===== config.mk =====
export PLATFORM = sky130hd
export DESIGN_NAME = sound_pulse_channel_gen
export DESIGN_NICKNAME = d
export VERILOG_FILES = /design/src/rtl/sound_pulse_channel_gen.sv
export SDC_FILE = /design/constraint.sdc
export NUM_CORES = 1
export LEC_CHECK = 0
export CAP_MARGIN = 5
export CORE_AREA = 2 2 122 147
export CTS_BUF_LIST = sky130_fd_sc_hd__clkbuf_8 sky130_fd_sc_hd__clkbuf_16
export CTS_CLUSTER_SIZE = 20
export DETAILED_ROUTE_END_ITERATION = 12
export DIE_AREA = 0 0 124 149
export PLACE_DENSITY = 0.53
export SLEW_MARGIN = 20
export SYNTH_ARGS = -nofsm -noshare
export SYNTH_HDL_FRONTEND = slang
export SYNTH_SLANG_ARGS = --single-unit

===== constraint.sdc =====
create_clock -name iClock -period 6.8 [get_ports iClock]
set_input_delay 2.04 -clock iClock [delete_from_list [all_inputs] [get_ports iClock]]
set_output_delay 2.04 -clock iClock [all_outputs]
set_load 0.02 [all_outputs]

===== src/rtl/sound_pulse_channel_gen.sv =====
// Square-wave sound channel: duty-cycle pulse with volume envelope, length
// counter and optional frequency sweep. Channel 1 uses SWEEP_EN=1, channel 2
// uses SWEEP_EN=0. Sample and active flag are registered (one cycle latency).
module sound_pulse_channel_gen #(
  parameter int FREQ_WIDTH = 11,
  parameter int LEN_WIDTH  = 6,
  parameter int OUT_WIDTH  = 5,
  parameter bit SWEEP_EN   = 1'b1
) (
  input  logic                 iClock,
  input  logic                 iReset,
  input  logic                 iOsc64,
  input  logic                 iOsc128,
  input  logic                 iOsc256,
  input  logic                 iOsc262k,
  input  logic [7:0]           iNR10,
  input  logic [7:0]           iNR11,
  input  logic [7:0]           iNR12,
  input  logic [7:0]           iNR13,
  input  logic [7:0]           iNR14,
  input  logic                 iTrigger,
  output logic [OUT_WIDTH-1:0] oOut,
  output logic                 oOnFlag
);

  // Period counter spans 1..2^FREQ_WIDTH, length counter 1..2^LEN_WIDTH.
  localparam int PW = FREQ_WIDTH + 1;
  localparam int LW = LEN_WIDTH + 1;
  localparam logic [PW-1:0] PER_FULL = {1'b1, {FREQ_WIDTH{1'b0}}};
  localparam logic [LW-1:0] LEN_FULL = {1'b1, {LEN_WIDTH{1'b0}}};

  // Register fields
  logic [FREQ_WIDTH-1:0] freq_live;
  logic                  dac_on;
  logic [2:0]            env_per;
  logic                  env_up;
  logic [2:0]            sw_per;
  logic                  sw_neg;
  logic [2:0]            sw_shift;
  logic                  len_en;
  logic [1:0]            duty;

  assign freq_live = {iNR14[FREQ_WIDTH-9:0], iNR13};
  assign dac_on    = |iNR12[7:3];
  assign env_per   = iNR12[2:0];
  assign env_up    = iNR12[3];
  assign sw_per    = iNR10[6:4];
  assign sw_neg    = iNR10[3];
  assign sw_shift  = iNR10[2:0];
  assign len_en    = iNR14[6];
  assign duty      = iNR11[7:6];

  // Fields not used by every configuration (sweep inputs when SWEEP_EN=0,
  // spare register bits) are folded here so they are consciously ignored.
  logic unused_ok;
  assign unused_ok = ^{iNR10, iNR11, iNR12, iNR14, iOsc128};

  // State
  logic [3:0]            osc_q, osc_d;
  logic                  enable_q, enable_d;
  logic [3:0]            volume_q, volume_d;
  logic [2:0]            env_cnt_q, env_cnt_d;
  logic [LW-1:0]         len_cnt_q, len_cnt_d;
  logic [PW-1:0]         per_cnt_q, per_cnt_d;
  logic [2:0]            step_q, step_d;
  logic [FREQ_WIDTH-1:0] shadow_q, shadow_d;
  logic [2:0]            sweep_cnt_q, sweep_cnt_d;
  logic [OUT_WIDTH-1:0]  out_q, out_d;
  logic                  on_q, on_d;

  // Rising-edge ticks of the frame oscillators, one clock wide
  logic tick_64, tick_128, tick_256, tick_262k;
  assign osc_d     = {iOsc262k, iOsc256, iOsc128, iOsc64};
  assign tick_64   = iOsc64   & ~osc_q[0];
  assign tick_128  = iOsc128  & ~osc_q[1];
  assign tick_256  = iOsc256  & ~osc_q[2];
  assign tick_262k = iOsc262k & ~osc_q[3];

  // shadow +/- (shadow >> shift) with one guard bit; guard set = out of range
  function automatic logic [PW-1:0] sweep_calc(input logic [FREQ_WIDTH-1:0] f,
                                               input logic neg,
                                               input logic [2:0] sh);
    logic [PW-1:0] ext;
    logic [PW-1:0] delta;
    ext   = {1'b0, f};
    delta = ext >> sh;
    return neg ? (ext - delta) : (ext + delta);
  endfunction

  logic [PW-1:0]         sweep_new, sweep_trig;
  logic [FREQ_WIDTH-1:0] per_freq;
  logic [PW-1:0]         per_reload;
  logic [LW-1:0]         len_load;
  logic [7:0]            duty_pat;
  logic                  duty_bit;

  assign sweep_new  = sweep_calc(shadow_q, sw_neg, sw_shift);
  assign sweep_trig = sweep_calc(freq_live, sw_neg, sw_shift);
  assign per_freq   = SWEEP_EN ? shadow_q : freq_live;
  assign per_reload = PER_FULL - {1'b0, per_freq};
  assign len_load   = LEN_FULL - {1'b0, iNR11[LEN_WIDTH-1:0]};

  // Duty waveform, MSB is step 0
  always_comb begin
    duty_pat = 8'b0000_0001;
    case (duty)
      2'b00:   duty_pat = 8'b0000_0001;
      2'b01:   duty_pat = 8'b1000_0001;
      2'b10:   duty_pat = 8'b1000_0111;
      default: duty_pat = 8'b0111_1110;
    endcase
  end
  assign duty_bit = duty_pat[~step_q];

  // Next-state: timer, envelope, length, sweep; trigger overrides ticks,
  // DAC off overrides everything for the enable.
  always_comb begin
    enable_d    = enable_q;
    volume_d    = volume_q;
    env_cnt_d   = env_cnt_q;
    len_cnt_d   = len_cnt_q;
    per_cnt_d   = per_cnt_q;
    step_d      = step_q;
    shadow_d    = shadow_q;
    sweep_cnt_d = sweep_cnt_q;

    if (tick_262k) begin
      if (per_cnt_q <= PW'(1)) begin
        per_cnt_d = per_reload;
        step_d    = step_q + 3'd1;
      end else begin
        per_cnt_d = per_cnt_q - PW'(1);
      end
    end

    if (tick_64 && env_per != 3'd0) begin
      if (env_cnt_q <= 3'd1) begin
        env_cnt_d = env_per;
        if (env_up && volume_q != 4'd15)       volume_d = volume_q + 4'd1;
        else if (!env_up && volume_q != 4'd0)  volume_d = volume_q - 4'd1;
      end else begin
        env_cnt_d = env_cnt_q - 3'd1;
      end
    end

    if (tick_256 && len_en && len_cnt_q != '0) begin
      len_cnt_d = len_cnt_q - LW'(1);
      if (len_cnt_q == LW'(1)) enable_d = 1'b0;
    end

    if (SWEEP_EN && tick_128 && sw_per != 3'd0) begin
      if (sweep_cnt_q <= 3'd1) begin
        sweep_cnt_d = sw_per;
        if (sweep_new[FREQ_WIDTH])  enable_d = 1'b0;
        else if (sw_shift != 3'd0)  shadow_d = sweep_new[FREQ_WIDTH-1:0];
      end else begin
        sweep_cnt_d = sweep_cnt_q - 3'd1;
      end
    end

    if (iTrigger) begin
      enable_d  = dac_on;
      len_cnt_d = (len_load == '0) ? LEN_FULL : len_load;
      volume_d  = iNR12[7:4];
      env_cnt_d = env_per;
      step_d    = 3'd0;
      per_cnt_d = PER_FULL - {1'b0, freq_live};
      if (SWEEP_EN) begin
        shadow_d    = freq_live;
        sweep_cnt_d = sw_per;
        if (sw_shift != 3'd0 && sweep_trig[FREQ_WIDTH]) enable_d = 1'b0;
      end
    end

    if (!dac_on) enable_d = 1'b0;
  end

  // Output sample from current state
  always_comb begin
    out_d = '0;
    if (enable_q && duty_bit) out_d = {{(OUT_WIDTH-4){1'b0}}, volume_q};
    on_d = enable_q;
  end

  // State registers with synchronous active-low reset
  always_ff @(posedge iClock) begin
    if (!iReset) begin
      osc_q       <= '0;
      enable_q    <= 1'b0;
      volume_q    <= '0;
      env_cnt_q   <= '0;
      len_cnt_q   <= '0;
      per_cnt_q   <= '0;
      step_q      <= '0;
      shadow_q    <= '0;
      sweep_cnt_q <= '0;
      out_q       <= '0;
      on_q        <= 1'b0;
    end else begin
      osc_q       <= osc_d;
      enable_q    <= enable_d;
      volume_q    <= volume_d;
      env_cnt_q   <= env_cnt_d;
      len_cnt_q   <= len_cnt_d;
      per_cnt_q   <= per_cnt_d;
      step_q      <= step_d;
      shadow_q    <= shadow_d;
      sweep_cnt_q <= sweep_cnt_d;
      out_q       <= out_d;
      on_q        <= on_d;
    end
  end

  assign oOut    = out_q;
  assign oOnFlag = on_q;

endmodule

==> results.py <==
metrics = {
    "outcome": {
        "status": "finished clean",
    },
    "detailed_routing": {
        "finalWirelength_mm": 16.0,
        "routedWlPerCell_um": 16.6,
        "initialDrtViolationCount": 307,
        "dr_total_vias": 5360,
        "vias_per_cell": 5.55,
        "drc": 0,
        "antenna_left": 0,
        "first_pass_iters": 4,
    },
    "synthesis": {
        "syn_area_um2": 5510,
        "ys_seq_elements": 53,
        "synth.distinct_cells": 71,
        "synthCells": 713,
        "synth_edf_count": 0,
        "async_flop_share": 0,
        "yosysWarnings": 0,
        "synth_top_cell_by_area": "dfxtp_1",
        "ys_seq_area_frac": 0.192,
        "synth_ff_type": "dfxtp_1",
        "synth_top_area_frac": 0.192,
        "ys_top_cells_by_area": "dfxtp_1, ha_1, mux4_2, nor2_1, xnor2_1",
        "syn_avg_cell_area_um2": 7.73,
        "syn_nets": 801,
    },
    "timing": {
        "period_share": 0.919,
        "max_freq_mhz": 160,
        "finalSetupViolations": 0,
        "clock_skew_ns": 0.00544,
        "fin_tns_setup_ns": 0,
        "period_minus_slack_ns": 6.25,
        "rsz0062_at_grt": "no",
        "timing.slew.headroom": 0.361,
        "worst_slew_pin_slew_ns": 0.958,
        "fin_ws_ns": 0.549,
        "hold_viol": 0,
        "drv_slew": 0,
    },
    "grt": {
        "grt-ovfl-total": 0,
        "grt_pass1_wl_mm": 26.1,
        "grt_pass1_vias": 5303,
        "grt_max_degree": 54,
        "antenna_found_initial": 0,
        "grt_use_total": 0.176,
    },
    "clocking": {
        "post_cts.repair.setup_buffers": 0,
        "clock_latency_ns": 0.30,
        "hold_buffers": 0,
        "clock-sinks": 53,
        "cts-resized-gates": 0,
        "cts_root_buffer": "clkbuf_16",
        "clockBufferDepth": 2,
        "cts_tree": "yes",
        "h-tree-depth": 2,
        "clk_pin_slew_ns": 0.08,
        "cts_made_buffers": 5,
    },
    "die": {
        "die-width_um": 124,
        "row_count": 53,
        "ioPinCount": 53,
        "die_y_um": 149,
        "dieArea_um2": 18500,
        "start_util": 0.320,
        "core_area_um2": 17200,
    },
    "final_layout": {
        "fin_nets": 832,
        "n_antenna_cell": 0,
        "syn2layout_area_growth_pct": 15.6,
        "layout-drive-gt1-share": 0.0913,
    },
    "critical_path": {
        "crit_path_end": "per_freq[9]$_SDFFE_PN0P_",
        "cp-start-kind": "input port",
        "reg2regPathDepth": 16,
        "worstPathRequired_ns": 6.98,
        "arrival_ns": 6.43,
        "r2r_slack_ns": 2.31,
        "r2r-start": "per_freq[1]$_SDFFE_PN0P_",
        "cp-startpoint": "iNR10[0]",
        "crit_fanout": 18,
        "critPathKind": "input port to flip-flop",
        "end_kind": "flip-flop",
        "r2r-end": "per_freq[9]$_SDFFE_PN0P_",
    },
    "placed_design": {
        "port_buffers": 46,
        "place_worst_setup_slack_ns": 0.217,
        "place.gp.congestion": 0.876,
        "place_hpwl_mm": 12.0,
    },
    "pwr": {
        "leakage_nw": 2.50,
        "power_density_nw_per_um2": 181,
        "ir_drop_mv": 0.115,
    },
    "worst_hold_path": {
        "hold_start": "env_cnt_q[0]$_SDFFE_PN0P_",
        "min_path_type": "flip-flop to flip-flop",
    },
    "flow_run": {
        "drv_cap": 0,
    },
}
critical path: stages:
cell and delay [ns]:
buf_2 0.43, buf_4 0.25, mux2i_1 0.24, mux2_2 0.21
nor2_1 0.04, a21oi_1 0.17, ha_1 0.20, o21ai_0 0.16
buf_4 0.19, o21ai_0 0.19, xor2_1 0.10, ha_1 0.41
nand3_1 0.11, a211oi_1 0.33, nor3_1 0.15, o21ba_2 0.26
mux2i_4 0.44, mux2i_1 0.39, a21oi_1 0.11
power breakdown:
part | leakage (nW) | switching [W] | internal [W] | total, W
logic | 1.99 | 0.000281 | 0.000230 | 0.000511
clock network | 0.0680 | 0.000130 | 0.000139 | 0.000270
registers | 0.438 | 0.0000362 | 0.000334 | 0.000370
total | 2.50 | 0.000448 | 0.000704 | 0.00115
state kept, by name (all words and copies together), names as in the netlist:
signal,cells
per_freq,11
step_q,3
volume_q,4
enable_q,1
osc_q,4
env_cnt_q,3
oOnFlag,1
sweep_cnt_q,3
len_cnt_q,7
per_cnt_q,12
oOut,4
routing by layer:
layer | routed length [µm] | track usage | vias to the layer above
met4 | 406 | 0.0640 | 0
met1 | 7010 | 0.219 | 2539
met5 | 0 | 0 | -
met2 | 7900 | 0.311 | 135
li1 | - | - | 2661
met3 | 696 | 0.0214 | 25
cell families after synthesis:
family / Yosys count / synth area share
flip-flops: 53 / 0.192
buffers and inverters: 81 / 0.0642
AO/OA/AOI/OAI: 191 / 0.226
multiplexers: 44 / 0.115
adder cells (fa/ha/maj): 42 / 0.0976
other: 1 / 0.000680
XOR/XNOR: 53 / 0.0842
AND/OR/NAND/NOR: 248 / 0.220
cell usage in the layout, fill, tap and decap left out, types with 25 or more instances in the layout:
cell / synthesis / final
a21oi_1: 49 / 49
buf_4: 2 / 25
clkdlybuf4s50_1: 0 / 44
dfxtp_1: 53 / 53
ha_1: 39 / 39
inv_1: 32 / 32
mux2i_1: 25 / 25
nand2_1: 49 / 49
nor2_1: 77 / 77
nor3_1: 28 / 28
o21ai_0: 50 / 50
xnor2_1: 30 / 30
worst min-delay path by stage:
stage                                endpoint  slack, ns  cells after the start
global placement    env_cnt_q[0]$_SDFFE_PN0P_       0.47                      2
detailed placement  env_cnt_q[0]$_SDFFE_PN0P_       0.48                      2
global route        env_cnt_q[0]$_SDFFE_PN0P_       0.53                      2
finish              env_cnt_q[0]$_SDFFE_PN0P_       0.50                      2
floorplan           env_cnt_q[0]$_SDFFE_PN0P_       0.45                      2
CTS                 env_cnt_q[0]$_SDFFE_PN0P_       0.49                      2
synthesized netlist by cell type (6+ instances only):
library cell and n:
o21ai_0 50, nor2b_1 8, mux4_2 13, inv_1 32, mux2i_1 25, nand2b_1 7, nor2_1 77, or4_1 6
and2_1 16, a21oi_1 49, a211oi_1 20, ha_1 39, xor2_1 23, clkbuf_1 31, nand3_1 13, xnor2_1 30
o21a_1 9, nor3_1 28, nand4_1 7, nand2_1 49, or3_1 9, dfxtp_1 53, buf_2 10, nor4_1 10
o221ai_1 6
stage by stage:
stage / utilization / hold slack [ns] / cell area [µm²] / std cells / total power, W
after floorplan: - / 0.455 / 5510 / 713 / 0.000742
after global placement: 0.361 / 0.472 / 6220 / 957 / 0.000872
after detailed placement: 0.361 / 0.483 / 6220 / 957 / 0.000883
after CTS: 0.369 / 0.494 / 6370 / 965 / 0.00116
after global routing: 0.370 / 0.527 / 6370 / 965 / 0.00124
final: 0.370 / 0.498 / 6370 / 965 / 0.00115
final cells by class:
cell class	instances	area, µm²
fill	1809	10900
multi-input combinational	579	4110
sequential	53	1060
timing repair buffer	72	658
tap	220	275
clock buffer	5	125
inverter	33	124
clock inverter	3	26.3
Power figures use the tool's default switching activity.
